<file path="src/rtl/shared_mem_pkg.sv">
// Shared scratchpad types: address, write-size and port FSM state encodings.
package shared_mem_pkg;

    localparam int ADDR_W = 24;

    typedef logic [ADDR_W-1:0] addr_t;
    typedef logic [2:0]        wr_size_t;

    typedef enum logic [2:0] {
        ST_IDLE    = 3'd0,
        ST_REQ_RD  = 3'd1,
        ST_RD_CAPT = 3'd2,
        ST_RSP     = 3'd3,
        ST_REQ_WR  = 3'd4
    } mem_port_state_t;

endpackage

</file>
<file path="src/rtl/mem_port_ctrl_if.sv">
// Processor-facing command/response channel of a scratchpad port.
// master = processor side, slave = mem_port_ctrl side.
interface mem_port_ctrl_if #(
    parameter int BUS_SIZE  = 160,
    parameter int ADDR_SIZE = 24
);
    import shared_mem_pkg::*;

    logic                 i_cmd_valid;
    logic                 o_cmd_ready;
    logic                 i_cmd_we;
    logic [ADDR_SIZE-1:0] i_cmd_addr;
    logic [BUS_SIZE-1:0]  i_cmd_wdata;
    wr_size_t             i_cmd_wsize;

    logic                 o_rsp_valid;
    logic                 i_rsp_ready;
    logic [BUS_SIZE-1:0]  o_rsp_data;
    logic                 o_rsp_err;

    modport master (
        output i_cmd_valid, i_cmd_we, i_cmd_addr, i_cmd_wdata, i_cmd_wsize, i_rsp_ready,
        input  o_cmd_ready, o_rsp_valid, o_rsp_data, o_rsp_err
    );

    modport slave (
        input  i_cmd_valid, i_cmd_we, i_cmd_addr, i_cmd_wdata, i_cmd_wsize, i_rsp_ready,
        output o_cmd_ready, o_rsp_valid, o_rsp_data, o_rsp_err
    );

endinterface

</file>
<file path="src/rtl/mem_port_ctrl_req_watchdog.sv">
// req_watchdog: counts ungranted request cycles and flags the cycle in which
// the LIMIT-th ungranted cycle occurs. Cleared when a new command is accepted.
module req_watchdog #(
    parameter int unsigned LIMIT = 256
) (
    input  logic i_clk,
    input  logic i_rst,
    input  logic i_clr,
    input  logic i_en,
    output logic o_expire
);
    localparam int CW = $clog2(LIMIT + 1);

    logic [CW-1:0] cnt;

    // Count ungranted cycles; clear on command entry.
    always_ff @(posedge i_clk) begin
        if (i_rst || i_clr) begin
            cnt <= '0;
        end else if (i_en) begin
            cnt <= cnt + 1'b1;
        end
    end

    // Expiry only in an ungranted cycle, so a grant arriving on the limit wins.
    assign o_expire = i_en && (cnt == CW'(LIMIT - 1));

endmodule

</file>
<file path="src/rtl/mem_port_ctrl.sv">
// mem_port_ctrl: per-processor front end to the shared scratchpad.
// Takes one load/store at a time, holds the request lanes to the arbiter until
// granted, captures load data and returns it on a valid/ready response.
// Optional grant-wait timeout: define MEM_PORT_TIMEOUT_EN.
module mem_port_ctrl
    import shared_mem_pkg::*;
#(
    parameter int BUS_SIZE       = 160,
    parameter int UNIT_SIZE      = 32,
    parameter int ADDR_SIZE      = 24,
    parameter int TIMEOUT_CYCLES = 256
) (
    input  logic                 i_clk,
    input  logic                 i_rst,
    mem_port_ctrl_if.slave       port,
    output logic                 o_req_rd,
    output logic                 o_req_wr,
    input  logic                 i_grant_rd,
    input  logic                 i_grant_wr,
    output logic [ADDR_SIZE-1:0] o_addr,
    output logic [BUS_SIZE-1:0]  o_wdata,
    output wr_size_t             o_wsize,
    input  logic [BUS_SIZE-1:0]  i_rd_data,
    output logic                 o_busy,
    output logic                 o_timeout
);
    localparam int WORDS = BUS_SIZE / UNIT_SIZE;

    // Command registers; direction is carried by the FSM state itself.
    typedef struct packed {
        logic [ADDR_SIZE-1:0] addr;
        logic [BUS_SIZE-1:0]  wdata;
        wr_size_t             wsize;
    } cmd_t;

    mem_port_state_t              state_q;
    cmd_t                         cmd_q;
    logic [WORDS-1:0][UNIT_SIZE-1:0] rsp_words_q;
    logic cmd_ready_q, req_rd_q, req_wr_q, rsp_valid_q, rsp_err_q, busy_q, timeout_q;
    logic accept, wd_expire;

    assign accept = (state_q == ST_IDLE) && port.i_cmd_valid && cmd_ready_q;

`ifdef MEM_PORT_TIMEOUT_EN
    logic wd_en;

    // Only ungranted request cycles count toward the limit.
    assign wd_en = ((state_q == ST_REQ_RD) && !i_grant_rd) ||
                   ((state_q == ST_REQ_WR) && !i_grant_wr);

    req_watchdog #(
        .LIMIT (TIMEOUT_CYCLES)
    ) u_watchdog (
        .i_clk    (i_clk),
        .i_rst    (i_rst),
        .i_clr    (accept),
        .i_en     (wd_en),
        .o_expire (wd_expire)
    );
`else
    // No watchdog: requests wait for a grant indefinitely.
    assign wd_expire = 1'b0;
`endif

    // Port FSM with all handshake/request outputs registered.
    always_ff @(posedge i_clk) begin
        if (i_rst) begin
            state_q     <= ST_IDLE;
            cmd_q       <= '0;
            rsp_words_q <= '0;
            cmd_ready_q <= 1'b0;
            req_rd_q    <= 1'b0;
            req_wr_q    <= 1'b0;
            rsp_valid_q <= 1'b0;
            rsp_err_q   <= 1'b0;
            busy_q      <= 1'b0;
            timeout_q   <= 1'b0;
        end else begin
            timeout_q <= 1'b0;
            unique case (state_q)
                ST_IDLE: begin
                    if (accept) begin
                        cmd_q       <= '{addr:  port.i_cmd_addr,
                                         wdata: port.i_cmd_wdata,
                                         wsize: port.i_cmd_wsize};
                        cmd_ready_q <= 1'b0;
                        busy_q      <= 1'b1;
                        if (port.i_cmd_we) begin
                            state_q  <= ST_REQ_WR;
                            req_wr_q <= 1'b1;
                        end else begin
                            state_q  <= ST_REQ_RD;
                            req_rd_q <= 1'b1;
                        end
                    end else begin
                        cmd_ready_q <= 1'b1;
                    end
                end
                ST_REQ_RD: begin
                    if (i_grant_rd) begin
                        req_rd_q <= 1'b0;
                        state_q  <= ST_RD_CAPT;
                    end else if (wd_expire) begin
                        // Abandoned load still answers, flagged as an error with zero data.
                        req_rd_q    <= 1'b0;
                        timeout_q   <= 1'b1;
                        rsp_words_q <= '0;
                        rsp_err_q   <= 1'b1;
                        rsp_valid_q <= 1'b1;
                        state_q     <= ST_RSP;
                    end
                end
                ST_RD_CAPT: begin
                    rsp_words_q <= i_rd_data;
                    rsp_err_q   <= 1'b0;
                    rsp_valid_q <= 1'b1;
                    state_q     <= ST_RSP;
                end
                ST_RSP: begin
                    if (port.i_rsp_ready) begin
                        rsp_valid_q <= 1'b0;
                        rsp_err_q   <= 1'b0;
                        busy_q      <= 1'b0;
                        cmd_ready_q <= 1'b1;
                        state_q     <= ST_IDLE;
                    end
                end
                ST_REQ_WR: begin
                    // Stores are posted: done once granted (or dropped on timeout).
                    if (i_grant_wr || wd_expire) begin
                        timeout_q   <= !i_grant_wr;
                        req_wr_q    <= 1'b0;
                        busy_q      <= 1'b0;
                        cmd_ready_q <= 1'b1;
                        state_q     <= ST_IDLE;
                    end
                end
                default: begin
                    state_q <= ST_IDLE;
                end
            endcase
        end
    end

    // Memory lanes carry the held command only while a command is in flight.
    assign o_addr  = busy_q ? cmd_q.addr  : '0;
    assign o_wdata = busy_q ? cmd_q.wdata : '0;
    assign o_wsize = busy_q ? cmd_q.wsize : '0;

    assign o_req_rd  = req_rd_q;
    assign o_req_wr  = req_wr_q;
    assign o_busy    = busy_q;
    assign o_timeout = timeout_q;

    assign port.o_cmd_ready = cmd_ready_q;
    assign port.o_rsp_valid = rsp_valid_q;
    assign port.o_rsp_data  = rsp_words_q;
    assign port.o_rsp_err   = rsp_err_q;

endmodule

</file>
<file path="src/flat_wrapper.sv">
// flat-port wrapper written by rule: the top's interface ports become plain ports
module mem_port_ctrl_flat import shared_mem_pkg::*;
#(
    parameter int BUS_SIZE       = 160,
    parameter int UNIT_SIZE      = 32,
    parameter int ADDR_SIZE      = 24,
    parameter int TIMEOUT_CYCLES = 256
)
  (i_clk, i_rst, o_req_rd, o_req_wr, i_grant_rd, i_grant_wr, o_addr, o_wdata, o_wsize, i_rd_data, o_busy, o_timeout, port_i_cmd_valid, port_i_cmd_we, port_i_cmd_addr, port_i_cmd_wdata, port_i_cmd_wsize, port_i_rsp_ready, port_o_cmd_ready, port_o_rsp_valid, port_o_rsp_data, port_o_rsp_err);
  mem_port_ctrl_if #(.BUS_SIZE(BUS_SIZE), .ADDR_SIZE(ADDR_SIZE)) port_i ();
  input  logic i_clk;
  input  logic i_rst;
  output logic o_req_rd;
  output logic o_req_wr;
  input  logic i_grant_rd;
  input  logic i_grant_wr;
  output logic [ADDR_SIZE-1:0] o_addr;
  output logic [BUS_SIZE-1:0] o_wdata;
  output wr_size_t o_wsize;
  input  logic [BUS_SIZE-1:0] i_rd_data;
  output logic o_busy;
  output logic o_timeout;
  input wire logic [$bits(port_i.i_cmd_valid)-1:0] port_i_cmd_valid;
  input wire logic [$bits(port_i.i_cmd_we)-1:0] port_i_cmd_we;
  input wire logic [$bits(port_i.i_cmd_addr)-1:0] port_i_cmd_addr;
  input wire logic [$bits(port_i.i_cmd_wdata)-1:0] port_i_cmd_wdata;
  input wire logic [$bits(port_i.i_cmd_wsize)-1:0] port_i_cmd_wsize;
  input wire logic [$bits(port_i.i_rsp_ready)-1:0] port_i_rsp_ready;
  output wire logic [$bits(port_i.o_cmd_ready)-1:0] port_o_cmd_ready;
  output wire logic [$bits(port_i.o_rsp_valid)-1:0] port_o_rsp_valid;
  output wire logic [$bits(port_i.o_rsp_data)-1:0] port_o_rsp_data;
  output wire logic [$bits(port_i.o_rsp_err)-1:0] port_o_rsp_err;
  assign port_i.i_cmd_valid = port_i_cmd_valid;
  assign port_i.i_cmd_we = port_i_cmd_we;
  assign port_i.i_cmd_addr = port_i_cmd_addr;
  assign port_i.i_cmd_wdata = port_i_cmd_wdata;
  assign port_i.i_cmd_wsize = port_i_cmd_wsize;
  assign port_i.i_rsp_ready = port_i_rsp_ready;
  assign port_o_cmd_ready = port_i.o_cmd_ready;
  assign port_o_rsp_valid = port_i.o_rsp_valid;
  assign port_o_rsp_data = port_i.o_rsp_data;
  assign port_o_rsp_err = port_i.o_rsp_err;
  mem_port_ctrl #(.BUS_SIZE(BUS_SIZE), .UNIT_SIZE(UNIT_SIZE), .ADDR_SIZE(ADDR_SIZE), .TIMEOUT_CYCLES(TIMEOUT_CYCLES)) u_core (.i_clk(i_clk), .i_rst(i_rst), .port(port_i), .o_req_rd(o_req_rd), .o_req_wr(o_req_wr), .i_grant_rd(i_grant_rd), .i_grant_wr(i_grant_wr), .o_addr(o_addr), .o_wdata(o_wdata), .o_wsize(o_wsize), .i_rd_data(i_rd_data), .o_busy(o_busy), .o_timeout(o_timeout));
endmodule
</file>
<file path="config.mk">
export PLATFORM = sky130hd
export DESIGN_NAME = mem_port_ctrl_flat
export DESIGN_NICKNAME = d
export VERILOG_FILES = /design/src/rtl/shared_mem_pkg.sv /design/src/rtl/mem_port_ctrl_if.sv /design/src/rtl/mem_port_ctrl_req_watchdog.sv /design/src/rtl/mem_port_ctrl.sv /design/src/flat_wrapper.sv
export SDC_FILE = /design/constraint.sdc
export NUM_CORES = 1
export LEC_CHECK = 0
export BUFFER_PORTS_ARGS = -buffer_cell sky130_fd_sc_hd__buf_2
export CELL_PAD_IN_SITES_DETAIL_PLACEMENT = 0
export CELL_PAD_IN_SITES_GLOBAL_PLACEMENT = 2
export CORE_AREA = 2 2 276 278
export CTS_BUF_LIST = sky130_fd_sc_hd__clkbuf_16
export CTS_CLUSTER_DIAMETER = 40
export CTS_CLUSTER_SIZE = 24
export DETAILED_ROUTE_END_ITERATION = 10
export DIE_AREA = 0 0 278 280
export HOLD_SLACK_MARGIN = 0.06
export PLACE_DENSITY_LB_ADDON = 0.08
export SLEW_MARGIN = 30
export SYNTH_ARGS = -nofsm -noshare
export SYNTH_HDL_FRONTEND = slang
export SYNTH_SLANG_ARGS = --single-unit
export TNS_END_PERCENT = 1
</file>
<file path="constraint.sdc">
create_clock -name i_clk -period 2.5 [get_ports i_clk]
set_clock_uncertainty 0.2 [all_clocks]
set_input_delay 0.5 -clock i_clk [delete_from_list [all_inputs] [get_ports i_clk]]
set_output_delay 0.5 -clock i_clk [all_outputs]
set_load 0.02 [all_outputs]
</file>
Yosys cells after proc, flatten, opt, wreduce, memory -nomap -nowiden
Cells that the tools add are included.
{"block": "word_totals", "regBits": 357, "output_inout_bits": 354, "in_bits": 354, "elab_cells": 70}
{"block": "op_classes", "n_reduce_logical": 16, "n_eq_ne": 10, "mux": 26, "bitwise": 2}
{"cell": "2-to-1 mux 160 bit", "n": 1}
{"cell": "2-to-1 mux 24 bit", "n": 1}
{"cell": "2-to-1 mux 3 bit", "n": 6}
{"cell": "AND reduction 4 bit", "n": 4}
{"cell": "one-hot mux 3 bit (5 select lines)", "n": 1}
{"cell": "2-to-1 mux 1 bit", "n": 11}
{"cell": "!= test 2 bit (second input constant)", "n": 5}
{"cell": "one-hot mux 1 bit (2 select lines)", "n": 4}
{"cell": "equality test 3 x 2 -> 1 bit (second input constant)", "n": 2}
{"cell": "one-hot mux 1 bit (3 select lines)", "n": 2}
{"cell": "nonzero test 2 bit", "n": 3}
{"cell": "AND reduction 2 bit", "n": 2}
{"cell": "equality test 3 x 1 -> 1 bit (second input constant)", "n": 1}
{"cell": "equality test 3 bit (second input constant)", "n": 1}
{"cell": "zero test 3 bit", "n": 1}
{"cell": "AND reduction 3 bit", "n": 1}
{"cell": "nonzero test 3 bit", "n": 1}
{"cell": "OR reduction 3 bit", "n": 1}
{"cell": "logical AND 1 bit", "n": 2}
{"cell": "!= test 2 x 1 -> 1 bit (second input constant)", "n": 1}
{"cell": "inverter 1 bit", "n": 2}
{"cell": "zero test 1 bit", "n": 1}

Longest topological paths before layout
Gate-level depths: netlist of run 1.
{"block": "logic_depth", "ltp_word": 5, "depth_mapped": 7, "mapped_depth_nobuf": 4}

Least setup slack after synthesis of run 1
OpenSTA, ideal clock, no wires.
{"block": "synth_path", "kind": "register to output", "startpoint": "register u_core.busy_q (netlist: u_core.o_busy)", "endpoint": "output o_wdata[100]", "arrival_time_ns": 1.393, "required_ns": 1.800, "slack_ns": 0.407, "n_path_buf": 3, "path_stages_with_launch": 5, "path_cell_list": "dfxtp_1 clkbuf_1 clkbuf_1 clkbuf_1 and2_1"}
{"block": "synth_between", "elab_chain_len": 1}
{"element": "start, declared", "line_no": "mem_port_ctrl.sv:39", "text": "logic cmd_ready_q, req_rd_q, req_wr_q, rsp_valid_q, rsp_err_q, busy_q, timeout_q;"}
{"element": "start signal, assigned", "line_no": "mem_port_ctrl.sv:76", "text": "busy_q <= 1'b0;"}
{"element": "start signal, assigned", "line_no": "mem_port_ctrl.sv:87", "text": "busy_q <= 1'b1;"}
{"element": "start signal, assigned", "line_no": "mem_port_ctrl.sv:123", "text": "busy_q <= 1'b0;"}
{"element": "2-to-1 mux 160 bit", "line_no": "mem_port_ctrl.sv:147", "text": "assign o_wdata = busy_q ? cmd_q.wdata : '0;"}
{"element": "end, declared", "line_no": "flat_wrapper.sv:18", "text": "output logic [BUS_SIZE-1:0] o_wdata;"}
No other way between the ends.

Final worst setup path of run 1
{"block": "layout_path", "startpoint": "register u_core.busy_q (netlist: u_core.o_busy)", "endpoint": "output o_addr[13]"}
{"block": "layout_between", "elab_chain_len": 1}
{"element": "2-to-1 mux 24 bit", "line_no": "mem_port_ctrl.sv:146", "text": "assign o_addr = busy_q ? cmd_q.addr : '0;"}
{"element": "end, declared", "line_no": "flat_wrapper.sv:17", "text": "output logic [ADDR_SIZE-1:0] o_addr;"}
No other way between the ends.

==> impl_metrics.ini, run 1 <==
[finish]
drive_above_1_share_pct = 31.1
areaGrowthSynthToFinish_pct = 86.6
finish.net_count = 3185
fill_cells = 8210

[critical_path]
critPathSlowestCell = dfxtp_4
crit_path_max_incr_delay_ns = 0.36
critical_path.endpoint = o_addr[13]
critical_path.cell_chain = buf_12 > buf_12 > and2_1 > buf_2
worst_setup_path_start_kind = flip-flop
timing.rr.end = u_core.o_req_wr
worst-r2r-setup-slack_ns = 0.21
setup.worst_path.class = flip-flop to primary output
endpoint_kind = primary output
timing.reg2reg.worst_path_depth = 6
cp_max_fo = 34
worst-endpoint-arrival_ns = 1.69
crit_required_ns = 1.80
reg2reg_from = u_core.state_q[2]
cpMostUsedCell = buf_12
crit_start = u_core.o_busy

[timing]
final_period_minus_worst_setup_slack_ns = 2.39
timing_hold_violations_final = 0
slew_headroom_pct = 60.8
fin_ws_ns = 0.108
rsz_0062_raised_after_global_routing = no
setup_viol_count_final = 0
timing_worst_slew_pin_value_ns = 0.588
timing.fmax_mhz = 418
final.period_utilization_pct = 95.7
timing_max_transition_violations_final = 0
hold-worst-slack_ns = 0.149
final.setup.tns_ns = 0

[synth]
synth_largest_area_cell = dfxtp_1
number_of_warning_messages_in_the_yosys_log = 0
ys_ff_latch = 356
postSynthAreaPerCell_um2 = 7.62
async_flop_share_pct = 0
yosys-top-cells-area = dfxtp_1, nand2_1, a21oi_1, and2_1, clkbuf_1
synth-edff-count = 0
post_synth_most_frequent_cells = nand2_1, dfxtp_1, a21oi_1, and2_1, clkbuf_1
synthesis.area_mm2 = 0.0135
most_repeated_cell_in_the_gate_level_netlist_after_synthesis = nand2_1
synth.distinct_cells = 29
ys_dominant_reg_cell = dfxtp_1
syn-instance-count = 1766
yosys.area.top_type_share_pct = 53.0
synth.yosys.seq_area_share_pct = 53.0

[cts]
path_clk_slew_ns = 0.04
ctsHtreeMaxLevel = 3
clock_path_buffers = 3
clock_insertion_delay_worst_skew_ns = 0.59
tritoncts.num_buffers = 92
cts.sinks = 356
cell_at_the_root_of_the_clock_tree = clkbuf_16
cts_tree = done

[route]
detail-route-antenna-nets = 0
detailroute.via_count = 15600
wirelength_per_cell_um = 16.9
post_drt_via_cell_ratio = 4.01
drt-total-wl_um = 65700
number_of_drc_violations_after_detailed_routing = 0
first_pass_iters = 5
first_iter_violations = 476

[placement]
port-buffer-count = 706
routabilityCongestion = 0.762
place_ws_ns = 0.225
hpwl_um = 47400

[run_status]
status = completed

[floorplanning]
die_h_um = 280
die_area_mm2 = 0.0778
design.core.area_mm2 = 0.0752
chipWidth_um = 278
boundaryPins = 708
initial_cell_density_of_the_core_pct = 17.9
rows = 101

[power_and_ir_drop]
totalPowerFinal_w = 0.0211
max_ir_drop_vdd_v = 0.000401
power_per_cell_area_mw_per_mm2 = 842
power_leakage_nw = 11.2

[min_path]
worst_hold_path_type = primary input to flip-flop

[global_route]
grt_pass1_vias = 16100
grt_overflow = 0
grt_max_degree = 64
grtUsageTotal_pct = 16.3
grt_pass1_wl_um = 97500
antenna_violations_before_repair = 8

[run]
max_cap_viol_count = 0
## per-stage QoR
| stage | std cells | utilization [%] | instance area (um2) |
|---|---|---|---|
| floorplan | 1767 | - | 13500 |
| global placement | 3359 | 24.4 | 18400 |
| detailed placement | 3359 | 24.4 | 18400 |
| CTS | 3885 | 33.4 | 25100 |
| global route | 3888 | 33.4 | 25100 |
| finish | 3891 | 33.4 | 25100 |
## layout make-up
type / instances / area [um2] / share of cell area, %
Timing Repair Buffer: 1112 / 7870 / 31.3
Sequential cell: 356 / 7130 / 28.4
Multi-Input combinational cell: 1268 / 5780 / 23.0
Clock buffer: 94 / 2350 / 9.37
Tap cell: 978 / 1220 / 4.87
Clock inverter: 76 / 738 / 2.94
Antenna cell: 6 / 15.0 / 0.0598
Inverter: 1 / 3.75 / 0.0149
## kinds of logic (layout without fill, tap and decap cells)
family                 count (synthesis)  after routing  share of synthesized area [%]
AND/OR/NAND/NOR                      903            903                           29.0
AO/OA/AOI/OAI                        362            362                           13.6
buffers and inverters                143           1283                           4.30
multiplexers                           1              1                         0.0744
other                                  1              8                         0.0279
flip-flops                           356            356                           53.0
## cell usage in the layout, fill, tap and decap left out, drive strengths merged
master | netlist | final
a21bo | 1 | 1
a21oi | 352 | 352
a311oi | 1 | 1
a31oi | 1 | 1
and2 | 187 | 187
and3 | 1 | 1
buf | 33 | 759
bufinv | 0 | 12
clkbuf | 109 | 94
clkinv | 0 | 36
clkinvlp | 0 | 6
conb | 1 | 2
dfxtp | 356 | 356
diode | 0 | 6
dlygate4sd3 | 0 | 353
inv | 1 | 23
mux2i | 1 | 1
nand2 | 699 | 699
nand2b | 2 | 2
nand3 | 2 | 2
nand3b | 1 | 1
nor2 | 4 | 4
nor2b | 2 | 2
nor3 | 1 | 1
nor4 | 2 | 2
o211ai | 1 | 1
o21a | 1 | 1
o21ai | 3 | 3
o31ai | 2 | 2
or4 | 1 | 1
or4b | 1 | 1
## worst min path at each step
stage | from | to | slack [ns] | cells after the start
5_1_grt | i_rst | u_core.cmd_q[66] | 0.14 | 2
2_1_floorplan | u_core.cmd_q[0] | u_core.cmd_q[0] | 0.23 | 2
6_report | i_rst | u_core.cmd_q[42] | 0.15 | 2
3_5_place_dp | u_core.cmd_q[130] | u_core.cmd_q[130] | 0.24 | 2
3_3_place_gp | u_core.cmd_q[73] | u_core.cmd_q[73] | 0.24 | 2
4_1_cts | i_rst | u_core.cmd_q[44] | 0.13 | 2
## report_power, final
part           internal [W]  switching [W]
Clock               0.00799        0.00373
Combinational       0.00133        0.00175
Sequential          0.00613       0.000205
## worst max-delay path: cells and delay by family (launching register included)
family,cells,cell delay (ns)
buf+inv,3,0.51
flops,1,0.36
simple gates,1,0.20
## layer usage
layer | vias up | global-route usage [%] | wire, um
li1 | 7799 | - | -
met1 | 7164 | 18.0 | 26100
met2 | 501 | 28.4 | 32200
met3 | 124 | 5.80 | 5100
met4 | 6 | 6.58 | 2170
met5 | - | 0 | 46
## registers in the layout (all words and copies together) (netlist names)
register,flops
u_core.port.o_rsp_valid,1
u_core.o_busy,1
u_core.state_q,3
u_core.o_req_wr,1
u_core.cmd_q,187
u_core.port.o_rsp_data,160
u_core.o_req_rd,1
u_core.o_timeout,1
u_core.port.o_cmd_ready,1
## repair_timing
item                       in CTS  in global routing
cloned                          1                  0
hold endpoints to repair      353                  0
setup endpoints to repair     169                  7
buffers inserted                2                  0
hold buffers                  353                  0
resized for setup               9                  2
Power figures use the tool's default switching activity.
==> run 2, diff against run 1 <==
--- a/config.mk
+++ b/config.mk
@@ -5,15 +5,15 @@
 export SDC_FILE = /design/constraint.sdc
 export NUM_CORES = 1
 export LEC_CHECK = 0
-export BUFFER_PORTS_ARGS = -buffer_cell sky130_fd_sc_hd__buf_2
 export CELL_PAD_IN_SITES_DETAIL_PLACEMENT = 0
 export CELL_PAD_IN_SITES_GLOBAL_PLACEMENT = 2
-export CORE_AREA = 2 2 276 278
+export CORE_AREA = 2 2 279 281
 export CTS_BUF_LIST = sky130_fd_sc_hd__clkbuf_16
 export CTS_CLUSTER_DIAMETER = 40
 export CTS_CLUSTER_SIZE = 24
 export DETAILED_ROUTE_END_ITERATION = 10
-export DIE_AREA = 0 0 278 280
+export DIE_AREA = 0 0 281 283
+export DONT_BUFFER_PORTS = 1
 export HOLD_SLACK_MARGIN = 0.06
 export PLACE_DENSITY_LB_ADDON = 0.08
 export SLEW_MARGIN = 30
==> impl_metrics.ini, run 2 (same netlist as run 1, synthesis figures left out) <==
[run_status]
status = completed

[finish]
finish.net_count = 2592
commonest_non_fill_non_tap_cell_in_the_layout = nand2_1
areaGrowthSynthToFinish_pct = 72.0
largest_register_ffs = 187
regMostFlops = u_core.cmd_q
drive_above_1_share_pct = 13.7
final_cell_mix = nand2_1, dlygate4sd3_1, dfxtp_1

[timing]
timing.fmax_mhz = 406
final.period_utilization_pct = 98.4
timing_worst_slew_pin_value_ns = 0.575
final_period_minus_worst_setup_slack_ns = 2.46
slew_headroom_pct = 61.7
hold-worst-slack_ns = 0.225
setup_viol_count_final = 0
timing_hold_violations_final = 0
timing_max_transition_violations_final = 0
fin_ws_ns = 0.0398
rsz_0062_raised_after_global_routing = yes

[route]
drt-total-wl_um = 66400
wirelength_per_cell_um = 19.8
number_of_drc_violations_after_detailed_routing = 0
post_drt_via_cell_ratio = 4.07
detail-route-antenna-nets = 0
first_iter_violations = 436
first_pass_iters = 5
detailroute.via_count = 13700

[global_route]
grt_pass1_vias = 14100
grtUsageTotal_pct = 15.2
grt_max_degree = 357
grt_pass1_wl_um = 91300
grt_overflow = 0
antenna_violations_before_repair = 8

[floorplanning]
design.core.area_mm2 = 0.0767
boundaryPins = 708
chipWidth_um = 281
die_h_um = 283
rows = 102
die_area_mm2 = 0.0795
initial_cell_density_of_the_core_pct = 17.5

[critical_path]
crit_start = u_core.state_q[0]
crit_path_max_incr_delay_ns = 0.69
critical_path.endpoint = u_core.state_q[0]
cp_max_fo = 16
critical_path.cell_chain = buf_6 > or4b_2 > o21a_1 > o31ai_1 > mux2i_1 > dlygate4sd3_1
worst-endpoint-arrival_ns = 2.80
worst-r2r-setup-slack_ns = 0.04
worst_setup_path_start_kind = flip-flop
timing.rr.end = u_core.state_q[0]
crit_required_ns = 2.84
setup.worst_path.class = flip-flop to flip-flop
endpoint_kind = flip-flop
timing.reg2reg.worst_path_depth = 6
critPathSlowestCell = or4b_2
reg2reg_from = u_core.state_q[0]

[cts]
ctsHtreeMaxLevel = 3
tritoncts.num_buffers = 92
clock_path_buffers = 3
path_clk_slew_ns = 0.04
cts_tree = done
cell_at_the_root_of_the_clock_tree = clkbuf_16
cts.sinks = 356
clock_insertion_delay_worst_skew_ns = 0.61

[power_and_ir_drop]
power_leakage_nw = 8.97
max_ir_drop_vdd_v = 0.000445
power_per_cell_area_mw_per_mm2 = 953

[placement]
hpwl_um = 41800
port-buffer-count = 0
place_ws_ns = 0.280
routabilityCongestion = 0.757

[run]
max_cap_viol_count = 0

[min_path]
worst_hold_path_type = primary input to flip-flop
[run 2: cell count changes in the layout (fill, tap and decap cells not counted), sizes merged]
cell / previous run / this run
nand2b: 2 / 3
dlygate4sd3: 353 / 456
inv: 23 / 14
bufinv: 12 / 20
buf: 759 / 58
clkbuf: 94 / 99
diode: 6 / 3
clkinv: 36 / 40
[run 2: routing by layer]
metal / track usage [%] / part of all wire [%] / vias to the layer above / wire length, um
met5: 0 / 0.059 / - / 39
met4: 6.04 / 2.8 / 6 / 1860
met3: 5.94 / 8.8 / 109 / 5830
met2: 27.1 / 52 / 491 / 34300
met1: 15.8 / 37 / 6447 / 24400
li1: - / - / 6636 / -
[run 2: final cells by class]
cell class	count	area [um2]
Antenna cell	3	7.51
Clock buffer	95	2380
Clock inverter	79	970
Fill cell	8262	53600
Inverter	1	3.75
Multi-Input combinational cell	1269	5920
Sequential cell	356	7130
Tap cell	1040	1300
Timing Repair Buffer	518	5440
[run 2: worst max-delay path: cells and delay by family, from the launching register on]
kind	cells	cell delay, ns
compound gates	2	0.26
buf+inv	2	0.71
flops	1	0.31
mux	1	0.22
simple gates	1	0.69
[run 2: how the worst min path moves through the flow]
stage                startpoint                    endpoint  slack (ns)  cells after the start
6_report                  i_rst  u_core.port.o_rsp_data[94]        0.23                      2
4_1_cts                   i_rst             u_core.cmd_q[3]       -0.29                      1
3_5_place_dp   u_core.cmd_q[16]            u_core.cmd_q[16]        0.24                      2
3_3_place_gp   u_core.cmd_q[56]            u_core.cmd_q[56]        0.24                      2
5_1_grt                   i_rst  u_core.port.o_rsp_data[42]        0.19                      2
2_1_floorplan   u_core.cmd_q[0]             u_core.cmd_q[0]        0.23                      2
[run 2: through the flow]
stage / utilization, % / instance area [um2] / setup TNS (ns) / std cells / power, W
2_1_floorplan: - / 13500 / 0 / 1767 / 0.00781
3_3_place_gp: 19.2 / 14700 / 0 / 2707 / 0.00844
3_5_place_dp: 19.2 / 14700 / 0 / 2707 / 0.00846
4_1_cts: 28.8 / 22100 / -1.15 / 3275 / 0.0221
5_1_grt: 30.2 / 23100 / -0.169 / 3361 / 0.0230
6_report: 30.2 / 23100 / 0 / 3361 / 0.0221
[run 2: power breakdown]
group          internal [W]  switching [W]  leakage, nW
Combinational       0.00123        0.00145         4.43
Clock               0.00893        0.00388         1.65
Sequential          0.00613       0.000440         2.89
Total                0.0163        0.00577         8.97
[run 2: what timing repair did]
action | in CTS | in global routing
endpoints found under the setup margin | 168 | 224
pin swaps | 0 | 2
endpoints found under the hold margin | 355 | 131
setup buffers | 1 | 10
hold buffers | 393 | 66
cloned | 0 | 7
gates resized for setup | 103 | 18
